## src/rtl/mips_bus_ram_slave.sv

```systemverilog
// Word-addressed RAM slave for the mips_cpu_bus memory port, with waitrequest stalls.
// Define RAM_RANDOM_WAIT_EN to draw per-transfer wait counts from an 8-bit LFSR instead of WAIT_CYCLES.
module mips_bus_ram_slave #(
   parameter logic [31:0] BASE_ADDR   = 32'hBFC00000,
   parameter int unsigned DEPTH_WORDS = 64,
   parameter int unsigned WAIT_CYCLES = 2,
   parameter string       INIT_FILE   = ""
) (
   input  logic        clk,
   input  logic        reset,
   input  logic [31:0] address,
   input  logic        write,
   input  logic        read,
   output logic        waitrequest,
   input  logic [31:0] writedata,
   input  logic [3:0]  byteenable,
   output logic [31:0] readdata,
   output logic        bus_error
);

   localparam int unsigned AW = $clog2(DEPTH_WORDS);
   localparam int unsigned CW = 4;

   typedef enum logic {S_IDLE, S_WAIT} state_t;

   state_t          state, state_n;
   logic [CW-1:0]   cnt, cnt_n, wait_n;
   logic            req, both, idle_addr, valid, accept;
   logic [29:0]     word_off;
   logic [AW-1:0]   idx;
   logic [31:0]     mem [DEPTH_WORDS];

   // Memory power-up image; contents deliberately survive reset.
   initial begin
      for (int i = 0; i < int'(DEPTH_WORDS); i++) mem[i] = 32'h0;
   end

   assign req       = read ^ write;
   assign both      = read & write;
   assign idle_addr = (address == 32'h0);
   assign word_off  = 30'((address - BASE_ADDR) >> 2);
   assign idx       = word_off[AW-1:0];
   assign valid     = (address >= BASE_ADDR) && (word_off < 30'(DEPTH_WORDS))
                      && (address[1:0] == 2'b00);

`ifdef RAM_RANDOM_WAIT_EN
   logic [7:0] lfsr;

   // Fibonacci LFSR, taps 8,6,5,4; steps once per accepted transfer.
   always_ff @(posedge clk) begin
      if (reset)       lfsr <= 8'hA5;
      else if (accept) lfsr <= {lfsr[6:0], lfsr[7] ^ lfsr[5] ^ lfsr[4] ^ lfsr[3]};
   end

   assign wait_n = {2'b00, lfsr[1:0]};
`else
   assign wait_n = CW'(WAIT_CYCLES);
`endif

   // Wait-state sequencing; the idle address 0 bypasses stalls entirely.
   always_comb begin
      state_n     = state;
      cnt_n       = cnt;
      waitrequest = 1'b0;
      accept      = 1'b0;
      unique case (state)
         S_IDLE: begin
            if (req) begin
               if (idle_addr || (wait_n == '0)) begin
                  accept = 1'b1;
               end else begin
                  waitrequest = 1'b1;
                  cnt_n       = CW'(1);
                  state_n     = S_WAIT;
               end
            end
         end
         S_WAIT: begin
            if (!req) begin
               cnt_n   = '0;
               state_n = S_IDLE;
            end else if (!idle_addr && (cnt < wait_n)) begin
               waitrequest = 1'b1;
               cnt_n       = CW'(cnt + CW'(1));
            end else begin
               accept  = 1'b1;
               cnt_n   = '0;
               state_n = S_IDLE;
            end
         end
      endcase
   end

   always_ff @(posedge clk) begin
      if (reset) begin
         state     <= S_IDLE;
         cnt       <= '0;
         readdata  <= 32'h0;
         bus_error <= 1'b0;
      end else begin
         state <= state_n;
         cnt   <= cnt_n;
         if (both) bus_error <= 1'b1;
         if (accept && !idle_addr && !valid) bus_error <= 1'b1;
         if (accept && read) begin
            if (!idle_addr && valid) readdata <= mem[idx];
            else                     readdata <= 32'h0;
         end
      end
   end

   // Byte-lane writes; out-of-range and idle-address writes are dropped.
   always_ff @(posedge clk) begin
      if (!reset && accept && write && !idle_addr && valid) begin
         for (int b = 0; b < 4; b++) begin
            if (byteenable[b]) mem[idx][8*b +: 8] <= writedata[8*b +: 8];
         end
      end
   end

endmodule

```

## config.mk

```make
export PLATFORM = sky130hd
export DESIGN_NAME = mips_bus_ram_slave
export DESIGN_NICKNAME = d
export VERILOG_FILES = /design/src/rtl/mips_bus_ram_slave.sv
export SDC_FILE = /design/constraint.sdc
export NUM_CORES = 2
export LEC_CHECK = 0
export ABC_CLOCK_PERIOD_IN_PS = 5800
export CAP_MARGIN = 10
export CELL_PAD_IN_SITES_DETAIL_PLACEMENT = 0
export CELL_PAD_IN_SITES_GLOBAL_PLACEMENT = 1
export CORE_UTILIZATION = 25
export DETAILED_ROUTE_END_ITERATION = 12
export PLACE_DENSITY_LB_ADDON = 0.1
export SLEW_MARGIN = 20
export SYNTH_ARGS = -nofsm -noshare
export SYNTH_HDL_FRONTEND = slang
export SYNTH_SLANG_ARGS = --single-unit
```

## constraint.sdc

```tcl
create_clock -name clk -period 5.8 [get_ports clk]
set_input_delay 0.87 -clock clk [delete_from_list [all_inputs] [get_ports clk]]
set_output_delay 0.87 -clock clk [all_outputs]
set_load 0.005 [all_outputs]
```

# Yosys cells after proc, flatten, opt, wreduce, memory -nomap -nowiden
# Memory sizes are Yosys's and may differ from the RTL's.
# Cells that the tools add are included.
# classes
addsub	2
multipliers	0
div	0
magnitude_cmp	3
n_eq_ne	2
shift	0
muxes	30
bitwise	3
n_reduce_logical	18
# ops
cell	count
$ge 32x32->1 const B	1
$logic_not 32->1	1
$mux 32	1
$sub 32x32->32 const B	1
$lt 30x7->1 const B	1
$mux 1	22
$mux 4	4
$logic_and 1x1->1	11
$pmux 4 s2	1
$add 4x1->4 const B	1
$lt 4x2->1 const B	1
$ne 2x2->1 const B	2
$pmux 1 s2	2
$logic_not 1->1	3
$logic_not 2->1	1
$reduce_and 2->1	1
$reduce_bool 2->1	1
$and 1x1->1	1
$not 1->1	1
$xor 1x1->1	1
# totals
ff_bits	38
latch_bits	0
ramBits	2048
rom_bits	0
output_inout_bits	34
n_memories	1
# memory_table
memory	depth	word_bits	read_ports	rd_clocked_by_memory_dff	wr	line	rtl
mem	64	32	1	0	1	31	logic [31:0] mem [DEPTH_WORDS];

# Logic depth before layout (Yosys ltp)
# depth
depth_word	12
ltp_mapped	10

# Worst setup path after synthesis
# OpenSTA, ideal clock, no wires.
# synth_timing
path_kind	input to register
startpoint	in address[6]
endpoint	mem mem[4][16] (enable)
setup_ns	0.370
arrival_ns	2.778
setup_slack_ns	2.651
stages	9
n_path_buf	3
path_cell_list	clkbuf_1 nor3_1 and3_1 a31o_2 nor4_4 buf_4 nand3_1 buf_2 nor2_1
# synth_between
elab_chain_len	12
word_cells_on_any_way	19
cone_classes	add/sub (1); order compare (2); mux (7); reduce/logical (9)
# synth_rtl
item	line	rtl
start, declared	11	input logic [31:0] address,
branches (longest 12 deep; another with $sub 32x32->32)	-	
end, declared	31	
# Several ways; the timed one is not identified.

# Worst setup path after layout
# layout_timing
startpoint	in address[2]
endpoint	reg readdata[8]
# layout_between
elab_chain_len	7
word_cells_on_any_way	17
cone_classes	add/sub (1); order compare (2); mux (6); reduce/logical (7); memory (1)
# layout_rtl
item	line	rtl
branches (longest 7 deep; another with $sub 32x32->32)	-	
end signal, assigned	106	if (!idle_addr && valid) readdata <= mem[idx];
end, declared	17	output logic [31:0] readdata,
# Several ways; the timed one is not identified.
# A chain may end at the register's enable or synchronous reset.

==> impl_metrics.tcl <==
set metrics [dict create \
    status "finished, final reports clean" \
    crit_arrival_ps 4770 \
    critPathMaxFanout 65 \
    p_leak_nw 29.4 \
    grt_overflow_total 0 \
    hold_ws_ps 322 \
    ys.flop_type "edfxtp_1" \
    syn_area_um2 79900 \
    ir_drop_mv 0.224 \
    critPathMaxStageDelay_ps 710 \
    postCtsSetupBuffers 0 \
    fin_crit_sh_pct 68.1 \
    drt_first_pass_iters 8 \
    via_count 45100 \
    clock_path_buffers 4 \
    criticalPathCategory "in2reg" \
    ys_seq_area_share_pct 77.9 \
    cts_buffers 244 \
    n_fill_cell 31200 \
    drtIter0Drc 3969 \
    boundaryPins 106 \
    slew_headroom_pct 26.0 \
    path_clk_slew_ps 60 \
    htree_num_levels 4 \
    grt_pass1_wl_um 385000 \
    clock_skew_ps 49.4 \
    finish.utilization_pct 29.7 \
    yosys.area_share.simple_pct 3.48 \
    viasPerCell 4.89 \
    syn_avg_cell_area_um2 17.5 \
    drt-total-wl_um 278000 \
    hpwl_um 169000 \
    antenna_found_initial 16 \
    cts-root-buf "clkbuf_16" \
    synth_area_leaders "edfxtp_1, mux2i_1, o221ai_1" \
    ant_nets 0 \
    finalCriticalPeriod_ps 3950 \
    drive_above_1_share_pct 14.4 \
    grt_setup_unrepaired "no" \
    syn2layout_area_growth_pct 18.2 \
    synth_top_area_share_pct 77.0 \
    layout_commonest_cell "edfxtp_1" \
    drv_cap 0 \
    report.final.setup_viol 0 \
    die_y_um 567 \
    place_congestion 0.740 \
    cp_cell_sequence "buf_4 -> buf_4 -> or2_4 -> buf_12 -> o221ai_1 -> a221oi_1 -> o22ai_1 -> nor4_1 -> a22o_1" \
    power.total_mw 33.0 \
    max_freq_mhz 253 \
    ys_ff_latch 2086 \
    tightest_slew_ps 1110 \
    postCtsHoldBufs 0 \
    post-route-drc-count 0 \
    cp_num_buf_inv 3 \
    timing.setup.tns_ps 0 \
    num_rows 207 \
    grt_pass1_vias 45700 \
    die_w_um 567 \
    worstPathRequired_ps 6620 \
    port_buffers 105 \
    synth-edff-count 2048 \
    drt-wirelength-per-cell_um 30.2 \
    crit_path_end_kind "register" \
    layout_common_cells "edfxtp_1, mux2i_1, o221ai_1, nor2_1, buf_4" \
    drv_slew 0 \
    slowest_stage "a221oi_1" \
    synth_fp_nets 4637 \
    yosys_warnings 0 \
    start_util_pct 25.1 \
    core_area_um2 318000 \
    synthCells 4563 \
    synth-compound-area-share_pct 10.3 \
    startpoint_type "input pin" \
    critPathTopFamily "compound AO/OA/AOI/OAI gates" \
    cts.sinks 2086 \
    hp-class "in2reg" \
    post_cts_resized 0 \
    synth_top_family_by_area "compound AO/OA/AOI/OAI gates" \
    synth_fa_ha_area_share_pct 0.0313 \
    synth_mux_area_share_pct 6.16 \
    num-nets-final 4912 \
    clk_latency_ps 920 \
    hold_viol_final 0 \
    synth_async_sr_flop_share_pct 0 \
    grt_util_all_layers_pct 16.9 \
    cellPowerDensity_nw_per_um2 350 \
    synth_xor_xnor_area_share_pct 0 \
    synth_cell_types 63 \
    die-area_um2 322000 \
    cpMostUsedCell "buf_4" \
    cts_tree "yes" \
    grt_max_degree 122 \
    synth_top_cell_by_area "edfxtp_1" \
]
## worst register-to-register path: stages (launching register included)
cell      delay [ps]
dfxtp_1          350
nor3_1           100
nand2b_1         200
nor4_4           260
buf_4            340
nand2_2          670
buf_4            470
nor2_1           590
## synthesized netlist by cell type (4+ instances only)
library cell and count:
buf_4 44, buf_2 117, a221o_1 13, and3_1 7, o21ai_0 78, nand3_1 17
edfxtp_1 2048, inv_1 5, mux2i_1 396, clkbuf_1 165, a211oi_1 58, nor2b_1 52
dfxtp_1 38, a221oi_1 52, nand2b_1 9, a22oi_1 61, o221ai_1 377, a31oi_1 5
and2_1 4, o22a_1 5, a22o_1 28, buf_6 7, a21oi_1 87, o22ai_1 167
o31ai_1 5, a222oi_1 103, nor2_1 337, nand2_1 75, buf_1 16, nor3_1 44
nor4_1 32, or3_1 5, mux4_2 32, mux2_2 21
## state kept, by name, summed over array words and instances (netlist names)
register / flops
cnt: 4
state: 1
readdata: 32
mem: 2048
bus_error: 1
## metal layers
metal	vias to the layer above	routed length (um)	GRT usage (%)	part of all wire, %
li1	19600	-	-	-
met1	24100	132000	24.2	47
met2	1089	130000	27.4	47
met3	324	10700	1.83	3.8
met4	0	5690	3.68	2.0
met5	-	0	0	0
## power breakdown
part	total, mW	internal (mW)	leakage [nW]	switching, mW
clock	14.8	8.62	3.72	6.19
sequential	16.5	16.5	18.7	0.00151
combinational	1.68	0.460	6.98	1.22
total	33.0	25.6	29.4	7.42
## per-stage QoR
stage	setup WS, ps	instances	area, um^2
6_report	1850	9217	94400
3_3_place_gp	858	8772	86800
5_1_grt	1770	9216	94400
3_5_place_dp	900	8772	86800
2_1_floorplan	2650	4563	79900
4_1_cts	1860	9213	94400
## layout make-up
type,count,area (um^2),area share (%)
clock buffers,306,6430,6.81
flip-flops and latches,2086,62300,66.0
well taps,4180,5230,5.54
clock inverters,135,1130,1.20
diodes,4,10.0,0.0106
multi-input cells,2120,16000,17.0
repair buffers,378,3280,3.48
inverters,8,37.5,0.0398
## final timing paths
path / start / endpoint / slack, ps / cells after the start
worst max-delay path: address[2] / readdata[8] / 1850 / 9
worst min-delay path: writedata[14] / mem[5][14] / 320 / 1
worst max register to register: cnt[1] / mem[24][9] / 2430 / 7
worst min register to register: cnt[3] / cnt[3] / 480 / 1
## cell families after synthesis
group                      count (synthesis)
AOI/OAI and AO/OA                       1059
muxes                                    449
and+or+nand+nor                          610
adders and majority gates                  2
DFF                                     2086
buffers and inverters                    357
Note: power is estimated with default switching activity, not from simulation.
